[src/rtl/fifo_write_arbiter.sv]
// Round-robin arbiter sharing the fifo write port between N_REQ producers.
// The current owner may issue up to BURST back-to-back writes before it must yield.
module fifo_write_arbiter #(
  parameter int N_REQ  = 4,
  parameter int DATA_W = 32,
  parameter int BURST  = 4
) (
  input  logic                      clk,
  input  logic                      reset,
  input  logic [N_REQ-1:0]          req,
  input  logic [N_REQ*DATA_W-1:0]   req_data,
  output logic [N_REQ-1:0]          gnt,
  input  logic                      fifo_full,
  output logic                      fifo_write_en,
  output logic [DATA_W-1:0]         fifo_data_in,
  output logic [$clog2(N_REQ)-1:0]  owner,
  output logic                      busy
);

  localparam int IDX_W = $clog2(N_REQ);
  localparam int CNT_W = $clog2(BURST + 1);
  localparam logic [IDX_W-1:0] LAST_IDX = IDX_W'(N_REQ - 1);
  localparam logic [IDX_W:0]   N_REQ_W  = (IDX_W + 1)'(N_REQ);
  localparam logic [CNT_W-1:0] BURST_C  = CNT_W'(BURST);

  // Handshake: requester i holds req[i] and its data slice steady; the word is
  // consumed on every rising edge where gnt[i]=1. There is no other acknowledgement.

  logic [CNT_W-1:0] burst_cnt;
  logic [IDX_W-1:0] rr_ptr;

  logic             keep_owner;
  logic             pick_found;
  logic [IDX_W-1:0] pick_idx;
  logic [IDX_W:0]   scan;
  logic             grant_valid;
  logic [IDX_W-1:0] grant_idx;

  function automatic logic [IDX_W-1:0] next_idx(input logic [IDX_W-1:0] x);
    return (x == LAST_IDX) ? '0 : x + 1'b1;
  endfunction

  assign keep_owner = busy && req[owner] && (burst_cnt < BURST_C);

  // First active requester at or after rr_ptr, wrapping modulo N_REQ.
  always_comb begin
    pick_found = 1'b0;
    pick_idx   = '0;
    scan       = '0;
    for (int k = 0; k < N_REQ; k++) begin
      scan = {1'b0, rr_ptr} + (IDX_W + 1)'(k);
      if (scan >= N_REQ_W) scan = scan - N_REQ_W;
      if (!pick_found && req[scan[IDX_W-1:0]]) begin
        pick_found = 1'b1;
        pick_idx   = scan[IDX_W-1:0];
      end
    end
  end

  // Reset and a full fifo both suppress every grant before the normal rules apply.
  always_comb begin
    grant_valid = 1'b0;
    grant_idx   = '0;
    if (reset && !fifo_full) begin
      if (keep_owner) begin
        grant_valid = 1'b1;
        grant_idx   = owner;
      end else if (pick_found) begin
        grant_valid = 1'b1;
        grant_idx   = pick_idx;
      end
    end
  end

  always_comb begin
    gnt          = '0;
    fifo_data_in = '0;
    if (grant_valid) begin
      gnt[grant_idx] = 1'b1;
      fifo_data_in   = req_data[int'(grant_idx)*DATA_W +: DATA_W];
    end
  end

  assign fifo_write_en = grant_valid;

  always_ff @(posedge clk) begin
    if (!reset) begin
      owner     <= '0;
      burst_cnt <= '0;
      busy      <= 1'b0;
      rr_ptr    <= '0;
    end else if (!fifo_full) begin
      if (keep_owner) begin
        burst_cnt <= burst_cnt + 1'b1;
      end else if (pick_found) begin
        owner     <= pick_idx;
        burst_cnt <= CNT_W'(1);
        busy      <= 1'b1;
        rr_ptr    <= next_idx(pick_idx);
      end else begin
        busy      <= 1'b0;
        burst_cnt <= '0;
        if (busy) rr_ptr <= next_idx(owner);
      end
    end
  end

endmodule

[config.mk]
export PLATFORM = sky130hd
export DESIGN_NAME = fifo_write_arbiter
export DESIGN_NICKNAME = d
export VERILOG_FILES = /design/src/rtl/fifo_write_arbiter.sv
export SDC_FILE = /design/constraint.sdc
export NUM_CORES = 1
export LEC_CHECK = 0
export CAP_MARGIN = 20
export CORE_MARGIN = 2
export CORE_UTILIZATION = 30
export CTS_CLUSTER_DIAMETER = 30
export DETAILED_ROUTE_END_ITERATION = 8
export PLACE_DENSITY_LB_ADDON = 0.12
export SLEW_MARGIN = 10
export SYNTH_ARGS = -nofsm -noshare
export SYNTH_HDL_FRONTEND = slang
export SYNTH_SLANG_ARGS = --single-unit
[constraint.sdc]
create_clock -name clk -period 2.4 [get_ports clk]
set_clock_uncertainty 0.2 [all_clocks]
set_input_delay 0.48 -clock clk [delete_from_list [all_inputs] [get_ports clk]]
set_output_delay 0.48 -clock clk [all_outputs]
set_load 0.01 [all_outputs]
==> run_results.csv, run 1 <==
group,metric,value,unit
outcome,status,"finished, violations left",
outcome,failed_checks,"setup timing",
worst_setup_path,crit_arrival,2.28,ns
layout,multiInputGateArea,2090,um2
die,fp-row-count,30,
worst_setup_path,cp_top_family,"buffers and inverters",
synth,synth_area,2100,um2
worst_setup_path,max_stage_delay,0.38,ns
global_routing,grtUsageTotal,24.5,%
synth,syn_nets,405,
worst_setup_path,cp_data_required_time,1.72,ns
worst_setup_path,crit_path_start_kind,"primary input",
clocking,cts_root_buf,"clkbuf_8",
place,place_area,4310,um2
layout,antenna_cells,0,
worst_setup_path,cp_slowest_cell,"or3_4",
synth,yosys_warnings,0,
synth,synth_seq_area_share,7.62,%
sta,drv_slew,0,
place,pre_cts_ws,-1.35,ns
sta,clock.fmax,338,MHz
sta,setup_violations,36,
drt,drc,0,
layout,fin_nets,622,
place,gp_congestion,0.921,
global_routing,grt_use_met3,3.20,%
clocking,cts_tree,"built",
power_and_ir_drop,cellPowerDensity,297,nW/um2
synth,synth.ff_latch_count,8,
clocking,holdBufCountCts,0,
worst_setup_path,cpMostUsedCell,"buf_12",
worst_setup_path,crit_fanout,7,
global_routing,use_met1,28.6,%
synth,avgSynthCellArea,7.87,um2
clocking,htreeDepth,1,
sta,setup_slack,-0.556,ns
worst_setup_path,worstSetupEndpointType,"primary output",
drt,routed_wl,10.3,mm
global_routing,grt_pass1_wl,15.1,mm
place,dp_hpwl,6.55,mm
clocking,cts_sinks,8,
drt,drt_iter0_markers,78,
global_routing,grt_overflow,0,
global_routing,busiest_layer,"met2",
layout,stdcell_area,4860,um2
drt,num_vias,3106,
drt,wl_per_cell,17.8,um
layout,fin_util,71.5,%
synth,synth.distinct_cells,37,
global_routing,grtUsageMet2,48.3,%
sta,rsz0062_at_grt,"true",
global_routing,grt_max_degree,48,
place,port_buffers,174,
layout,final_cells,578,
clocking,clk_pin_slew,0.04,ns
die,core,6790,um2
die,die_y,87.7,um
power_and_ir_drop,leakagePower,1.89,nW
sta,worst-slew-pin-transition,0.354,ns
flow_run,cap_violations,0,
die,ioPinCount,175,
worst_setup_path,path_buf_inv,5,
synth,syn-instance-count,267,
global_routing,grt_pass1_vias,3123,
die,die_area,7690,um2
layout,drive_above_1_share,36.5,%
drt,first_pass_iters,4,
die,initial_utilization,30.9,%
global_routing,grt_antenna_before_repair,0,
die,die_width,87.7,um
drt,via_per_inst,5.37,
worst_setup_path,crit_path_cell_trace,"buf_6 > nor2b_4 > or3_4 > a211o_1 > a21oi_4 > buf_12 > buf_12 > buf_16 > mux2i_2 > buf_2",
clocking,cts_buffer_depth,2,
layout,area_growth,131,%
sta,period_share,123,%
clocking,numCtsBuffers,3,
layout,seqCellArea,165,um2
hold_path,hold_class,"flip-flop to flip-flop",
place,dp.cells,547,
clocking,clock_latency,0.23,ns
power_and_ir_drop,ir_drop,0.334,mV
drt,drt.antenna.violating_nets,0,
worst_setup_path,crit_type,"primary input to primary output",
sta,fin_crit,2.96,ns
sta,maxSlewHeadroom,76.2,%
sta,hold_violations,0,
layout,n_fill_cell,529,
[worst min-delay path, delay by kind of cell, from the launching register on]
kind / cells / cell delay (ns)
AO/OA/AOI/OAI: 1 / 0.06
AND/OR/NAND/NOR: 1 / 0.06
flip-flops: 1 / 0.31
[routing by layer]
metal  wire (um)  vias up
met5           0        -
met4          59        0
met3         617        6
met2        5430      121
met1        4190     1490
li1            -     1489
[state kept, by name, indices dropped and copies added, names as in the netlist]
| name | flops |
|---|---|
| burst_cnt | 3 |
| owner | 2 |
| rr_ptr | 2 |
| busy | 1 |
[logic make-up (layout without fill, tap and decap cells)]
logic type	after synthesis	count (layout)	share of synthesized area, %
muxes	36	36	17.2
and+or+nand+nor	107	107	31.0
DFF	8	8	7.62
adders and majority gates	3	3	1.79
AOI/OAI and AO/OA	81	81	32.3
buffers and inverters	32	247	10.2
[power breakdown]
part | switching [mW] | internal (mW) | leakage (nW) | total [mW]
combinational | 0.464 | 0.664 | 1.80 | 1.13
sequential | 0.00875 | 0.144 | 0.0669 | 0.153
clock | 0.0550 | 0.109 | 0.0216 | 0.164
[path summary, 6_finish.rpt]
| path | from | end | slack, ns | depth (start not counted) |
|---|---|---|---|---|
| worst min register to register | burst_cnt[2] | burst_cnt[2] | 0.28 | 2 |
| worst min-delay path | burst_cnt[2] | burst_cnt[2] | 0.28 | 2 |
| worst max-delay path | req[0] | fifo_data_in[22] | -0.56 | 10 |
| worst max register to register | rr_ptr[1] | rr_ptr[0] | 0.27 | 8 |
[final cells by class]
type                            count  share of cell area [%]
Clock buffer                        3                   0.850
Tap cell                           96                    2.47
Sequential cell                     8                    3.40
Multi-Input combinational cell    227                    43.1
Inverter                            1                  0.0772
Timing Repair Buffer              243                    50.1
[placed cells by master (no fill, tap or decap), types with 2 or more instances in the layout]
| cell type | Yosys | final |
|---|---|---|
| buf_4 | 0 | 40 |
| buf_2 | 6 | 35 |
| nor2b_4 | 0 | 2 |
| and2_1 | 67 | 67 |
| nor4_4 | 1 | 2 |
| a32oi_1 | 64 | 46 |
| nand2_1 | 9 | 8 |
| clkdlybuf4s50_1 | 0 | 133 |
| bufbuf_16 | 0 | 2 |
| or3_1 | 3 | 2 |
| clkbuf_8 | 0 | 3 |
| a32oi_2 | 0 | 18 |
| mux2i_4 | 0 | 5 |
| a211o_1 | 2 | 2 |
| buf_16 | 0 | 5 |
| buf_12 | 3 | 13 |
| nor2_1 | 11 | 10 |
| nand3b_1 | 3 | 3 |
| o21ai_0 | 4 | 4 |
| mux2i_1 | 36 | 10 |
| dfxtp_1 | 8 | 6 |
| buf_6 | 5 | 13 |
| a21oi_1 | 4 | 4 |
| mux2i_2 | 0 | 21 |
| ha_1 | 3 | 3 |
[synth_stat cells, drive strengths merged]
cell / instances / area, um2
inv: 1 / 3.75
and2: 67 / 419
or2b: 1 / 7.51
nand3b: 3 / 22.5
nor2: 11 / 41.3
a31o: 1 / 8.76
mux2i: 36 / 360
o21bai: 1 / 7.51
a32oi: 64 / 561
o21ai: 4 / 20.0
nor3: 2 / 15.0
a211oi: 1 / 7.51
a31oi: 1 / 6.26
nand2: 9 / 33.8
or3b: 1 / 8.76
a211o: 2 / 17.5
o22ai: 1 / 12.5
buf: 15 / 150
a311oi: 1 / 8.76
a21oi: 5 / 28.8
or3: 3 / 18.8
nor4: 2 / 33.8
or2: 1 / 6.26
nand3: 1 / 5.00
ha: 3 / 37.5
or4: 1 / 7.51
nand2b: 1 / 6.26
clkbuf: 16 / 60.1
nor2b: 3 / 18.8
dfxtp: 8 / 160
and3: 1 / 6.26
[through the flow]
| stage | total power, mW | hold slack, ns | setup TNS, ns |
|---|---|---|---|
| detailed placement | 1.07 | 0.273 | -47.57 |
| global route | 1.52 | 0.319 | -19.64 |
| finish | 1.44 | 0.281 | -17.38 |
| CTS | 1.39 | 0.282 | -18.52 |
| floorplan | 0.575 | 0.244 | -7.38 |
| global placement | 1.06 | 0.258 | -46.29 |
[what timing repair did]
action / CTS / global route
pin swaps: 12 / 6
gates cloned: 9 / 0
buffers inserted: 13 / 10
setup endpoints to repair: 38 / 37
gates resized for setup: 198 / 32
Note: power is estimated with default switching activity, not from simulation.
==> run 2: changes to the inputs <==
- SETUP_SLACK_MARGIN: not set -> 0.02
==> run_results.csv, run 2 (synthesis results as in run 1) <==
group,metric,value,unit
global_routing,grtUsageTotal,24.5,%
place,dp_hpwl,6.55,mm
outcome,status,"finished, violations left",
worst_setup_path,worstSetupEndpointType,"primary output",
hold_path,hold_class,"flip-flop to flip-flop",
drt,via_per_inst,5.32,
sta,clock.fmax,338,MHz
die,die_width,87.7,um
die,die_area,7690,um2
flow_run,cap_violations,0,
worst_setup_path,crit_type,"primary input to primary output",
die,die_y,87.7,um
layout,largest_register_ffs,3,
power_and_ir_drop,p_sw_share,36.6,%
worst_setup_path,cp_data_required_time,1.72,ns
sta,rsz0062_at_grt,"true",
worst_setup_path,crit_arrival,2.28,ns
clocking,clock_latency,0.23,ns
drt,routed_wl,10.1,mm
power_and_ir_drop,switchingPower,0.527,mW
drt,first_pass_iters,4,
worst_setup_path,crit_path_cell_trace,"buf_6 > nor2b_4 > or3_4 > a211o_1 > a21oi_4 > buf_12 > buf_12 > buf_16 > mux2i_1 > buf_2",
layout,final_cells,576,
layout,n_fill_cell,528,
global_routing,grt_overflow,0,
clocking,htreeDepth,1,
power_and_ir_drop,p_int,0.914,mW
global_routing,grt_pass1_wl,15.2,mm
worst_setup_path,cp_slowest_cell,"or3_4",
global_routing,grt_antenna_before_repair,0,
power_and_ir_drop,p_clk_share,11.4,%
place,gp_congestion,0.921,
sta,whs,0.282,ns
clocking,cts_tree,"built",
global_routing,grt_pass1_vias,3144,
drt,drt.antenna.violating_nets,0,
die,ioPinCount,175,
power_and_ir_drop,pwr-share-seq,10.6,%
sta,fin_crit,2.96,ns
worst_setup_path,crit_path_start_kind,"primary input",
sta,maxSlewHeadroom,77.5,%
sta,setup_slack,-0.556,ns
global_routing,grt_max_degree,48,
worst_setup_path,cpMostUsedCell,"buf_12",
clocking,numCtsBuffers,3,
worst_setup_path,crit_fanout,6,
layout,largest_register,"burst_cnt",
power_and_ir_drop,leakagePower,1.89,nW
sta,worst-slew-pin-transition,0.334,ns
hold_path,min_from,"burst_cnt[2]",
worst_setup_path,max_stage_delay,0.38,ns
die,initial_utilization,30.9,%
drt,drt_iter0_markers,91,
outcome,failed_checks,"setup timing",
layout,area_growth,131,%
sta,period_share,123,%
layout,antenna_cells,0,
clocking,holdBufCountCts,0,
clocking,clk_pin_slew,0.04,ns
layout,fin_nets,620,
die,fp-row-count,30,
layout,final_cell_mix,"133 x clkdlybuf4s50_1, 67 x and2_1, 44 x a32oi_1",
drt,drc,0,
sta,tns,-17.50,ns
sta,drv_slew,0,
layout,largestRegisters,"burst_cnt (3), owner (2), rr_ptr (2)",
power_and_ir_drop,total_power,1.44,mW
layout,mostFrequentLayoutCell,"clkdlybuf4s50_1",
layout,stdcell_area,4860,um2
place,pre_cts_ws,-1.35,ns
place,place_area,4310,um2
power_and_ir_drop,comb_power_share,78.0,%
clocking,cts_buffer_depth,2,
clocking,cts_root_buf,"clkbuf_8",
sta,hold_violations,0,
drt,wl_per_cell,17.6,um
power_and_ir_drop,ir_drop,0.336,mV
power_and_ir_drop,cellPowerDensity,297,nW/um2
place,dp.cells,547,
drt,num_vias,3063,
layout,fin_util,71.5,%
place,port_buffers,174,
worst_setup_path,crit_start,"req[0]",
layout,drive_above_1_share,36.7,%
clocking,cts_sinks,8,
worst_setup_path,rr_startpoint,"rr_ptr[1]",
sta,setup_violations,36,
die,core,6790,um2
run 2: worst max-delay path, delay by kind of cell:
family / cells / cell delay, ns
muxes: 1 / 0.19
buffers and inverters: 5 / 0.63
and+or+nand+nor: 2 / 0.49
AOI/OAI and AO/OA: 2 / 0.47
run 2: cell type report:
class	count	area (um2)	share of cell area (%)
Timing Repair Buffer	241	2420	49.8
Tap cell	96	120	2.47
Multi-Input combinational cell	227	2110	43.4
Clock buffer	3	41.3	0.850
Inverter	1	3.75	0.0773
Sequential cell	8	165	3.40
run 2: layer usage:
| layer | GRT usage, % | up-vias | wire length [um] |
|---|---|---|---|
| met5 | 0 | - | 0 |
| met4 | 2.94 | 0 | 59 |
| met3 | 3.20 | 6 | 707 |
| met2 | 48.7 | 122 | 5390 |
| met1 | 28.4 | 1448 | 3980 |
| li1 | - | 1487 | - |
run 2: path summary, 6_finish.rpt:
path | slack [ns] | end | cells past startpoint
worst max register to register | 0.26 | rr_ptr[0] | 8
worst min-delay path | 0.28 | burst_cnt[2] | 2
worst max-delay path | -0.56 | fifo_data_in[27] | 10
worst min register to register | 0.28 | burst_cnt[2] | 2
run 2: power groups by stage:
stage	sequential (mW)	combinational [mW]	clock [mW]
2_1_floorplan	0.158	0.417	0
3_3_place_gp	0.153	0.909	0
3_5_place_dp	0.153	0.921	0
4_1_cts	0.152	1.07	0.169
5_1_grt	0.154	1.19	0.176
6_report	0.153	1.12	0.164
run 2: what timing repair did:
item / in CTS / in global routing
setup buffers: 15 / 6
endpoints found under the hold margin: 0 / 0
endpoints found under the setup margin: 40 / 37
gates resized for setup: 198 / 33
pin swaps: 12 / 6
gates cloned: 9 / 0
==> run 3: changes to the inputs <==
- CORE_UTILIZATION: 30 -> 33
- clock period: 2.4 -> 2.9 ns (I/O delays scaled with it)
==> run_results.csv, run 3 (synthesis results as in run 1) <==
group,metric,value,unit
power_and_ir_drop,ir_drop,0.290,mV
clocking,clk_pin_slew,0.04,ns
drt,drc,0,
worst_setup_path,crit_type,"primary input to primary output",
sta,hold_violations,0,
layout,largestRegisters,"burst_cnt (3), owner (2), rr_ptr (2)",
drt,drt_iter0_markers,144,
clocking,cts_root_buf,"clkbuf_8",
worst_setup_path,crit_path_cell_trace,"buf_8 > nor2b_4 > or3_4 > a211o_1 > a21oi_4 > buf_12 > buf_8 > buf_12 > mux2i_1 > buf_2",
global_routing,grt_use_met3,4.35,%
layout,final_cells,536,
power_and_ir_drop,leakagePower,1.68,nW
global_routing,grtUsageMet2,45.3,%
layout,stdcell_area,4380,um2
die,initial_utilization,33.7,%
hold_path,min_from,"burst_cnt[2]",
global_routing,busiest_layer,"met2",
sta,worst-slew-pin-transition,0.384,ns
worst_setup_path,cp_top_family,"buffers and inverters",
drt,num_vias,3006,
global_routing,grtUsageTotal,24.3,%
drt,routed_wl,9.40,mm
power_and_ir_drop,cellPowerDensity,231,nW/um2
worst_setup_path,rr_startpoint,"rr_ptr[0]",
sta,maxSlewHeadroom,74.4,%
sta,clock.fmax,316,MHz
clocking,holdBufCountCts,0,
layout,final_cell_mix,"133 x clkdlybuf4s50_1, 66 x and2_1, 61 x a32oi_1",
global_routing,grt_overflow,0,
worst_setup_path,rrSetupSlack,0.76,ns
hold_path,whs_path_depth,2,
clocking,clock_latency,0.23,ns
worst_setup_path,crit_fanout,6,
layout,antenna_cells,0,
worst_setup_path,crit_path_start_kind,"primary input",
layout,n_fill_cell,526,
place,gp_congestion,0.895,
worst_setup_path,worstReg2RegEnd,"rr_ptr[0]",
worst_setup_path,cp_slowest_cell,"or3_4",
sta,setup_violations,36,
drt,wl_per_cell,17.5,um
sta,period_share,109,%
global_routing,grt_pass1_wl,14.4,mm
sta,rsz0062_at_grt,"true",
clocking,htreeDepth,1,
layout,drive_above_1_share,25.1,%
global_routing,grt_pass1_vias,2888,
die,die_area,7020,um2
worst_setup_path,path_buf_inv,5,
layout,fin_nets,599,
outcome,status,"finished, violations left",
worst_setup_path,worstSetupEndpointType,"primary output",
layout,mostFrequentLayoutCell,"clkdlybuf4s50_1",
hold_path,whs_endpoint,"burst_cnt[2]",
place,dp.cells,515,
layout,largest_register,"burst_cnt",
global_routing,grt_antenna_before_repair,0,
place,dp_hpwl,6.60,mm
worst_setup_path,crit_arrival,2.38,ns
worst_setup_path,worstSetupPathDepth,10,
die,die_width,83.8,um
die,core,6240,um2
layout,largest_register_ffs,3,
clocking,cts_tree,"built",
drt,first_pass_iters,6,
worst_setup_path,reg2regPathDepth,7,
flow_run,cap_violations,0,
layout,area_growth,108,%
worst_setup_path,cp_data_required_time,2.12,ns
sta,setup_slack,-0.261,ns
die,ioPinCount,175,
clocking,cts_sinks,8,
clocking,numCtsBuffers,3,
global_routing,grt_max_degree,40,
place,port_buffers,174,
drt,drt.antenna.violating_nets,0,
die,die_y,83.8,um
die,fp-row-count,29,
drt,via_per_inst,5.61,
global_routing,use_met1,29.8,%
hold_path,hold_class,"flip-flop to flip-flop",
sta,fin_crit,3.16,ns
sta,drv_slew,0,
clocking,cts_buffer_depth,2,
worst_setup_path,max_stage_delay,0.39,ns
outcome,failed_checks,"setup timing",
place,place_area,4080,um2
run 3: power breakdown:
group / total [mW] / leakage, nW / switching [mW] / internal [mW]
Clock: 0.134 / 0.0216 / 0.0441 / 0.0900
Combinational: 0.748 / 1.59 / 0.323 / 0.425
Sequential: 0.127 / 0.0666 / 0.00757 / 0.119
run 3: tightest hold or removal path, cell delays in order (launching register included):
cell	delay (ns)
dfxtp_1	0.31
nand2_1	0.06
a21oi_1	0.05
run 3: how the worst max path moves through the flow:
stage	start	end	slack [ns]
5_1_grt	req[2]	fifo_data_in[24]	-0.32
3_5_place_dp	req[0]	fifo_data_in[15]	-1.14
3_3_place_gp	req[0]	fifo_data_in[15]	-1.08
4_1_cts	req[0]	fifo_data_in[14]	-0.29
6_report	req[2]	fifo_data_in[27]	-0.26
2_1_floorplan	req[0]	fifo_data_in[10]	0.05
run 3: area by class of cell:
type / count / area [um2] / share of cell area (%)
timing repair buffer: 220 / 2200 / 50.2
inverter: 1 / 3.75 / 0.0857
sequential: 8 / 163 / 3.72
multi-input combinational: 227 / 1880 / 42.9
tap: 77 / 96.3 / 2.20
clock buffer: 3 / 41.3 / 0.943
run 3: metrics by stage:
stage / utilization (%) / setup TNS (ns) / power [mW] / hold slack (ns) / setup slack [ns]
after floorplan: - / 0 / 0.445 / 0.244 / 0.0474
after global placement: 65.3 / -36.42 / 0.815 / 0.260 / -1.08
after detailed placement: 65.3 / -38.22 / 0.826 / 0.269 / -1.14
after CTS: 67.5 / -8.12 / 0.979 / 0.276 / -0.287
after global routing: 70.1 / -9.01 / 1.07 / 0.312 / -0.317
final: 70.1 / -7.08 / 1.01 / 0.278 / -0.261
run 3: layer usage:
layer  wire [um]  share of wire [%]  vias up
li1            -                  -     1435
met1        3740                 40     1419
met2        4890                 52      138
met3         652                6.9       14
met4         124                1.3        0
met5           0                  0        -
run 3: repair_timing:
action / in CTS / in global routing
setup endpoints to repair: 37 / 37
hold endpoints to repair: 0 / 0
gates cloned: 4 / 2
pin swaps: 5 / 8
gates resized for setup: 185 / 25
buffers inserted: 8 / 6
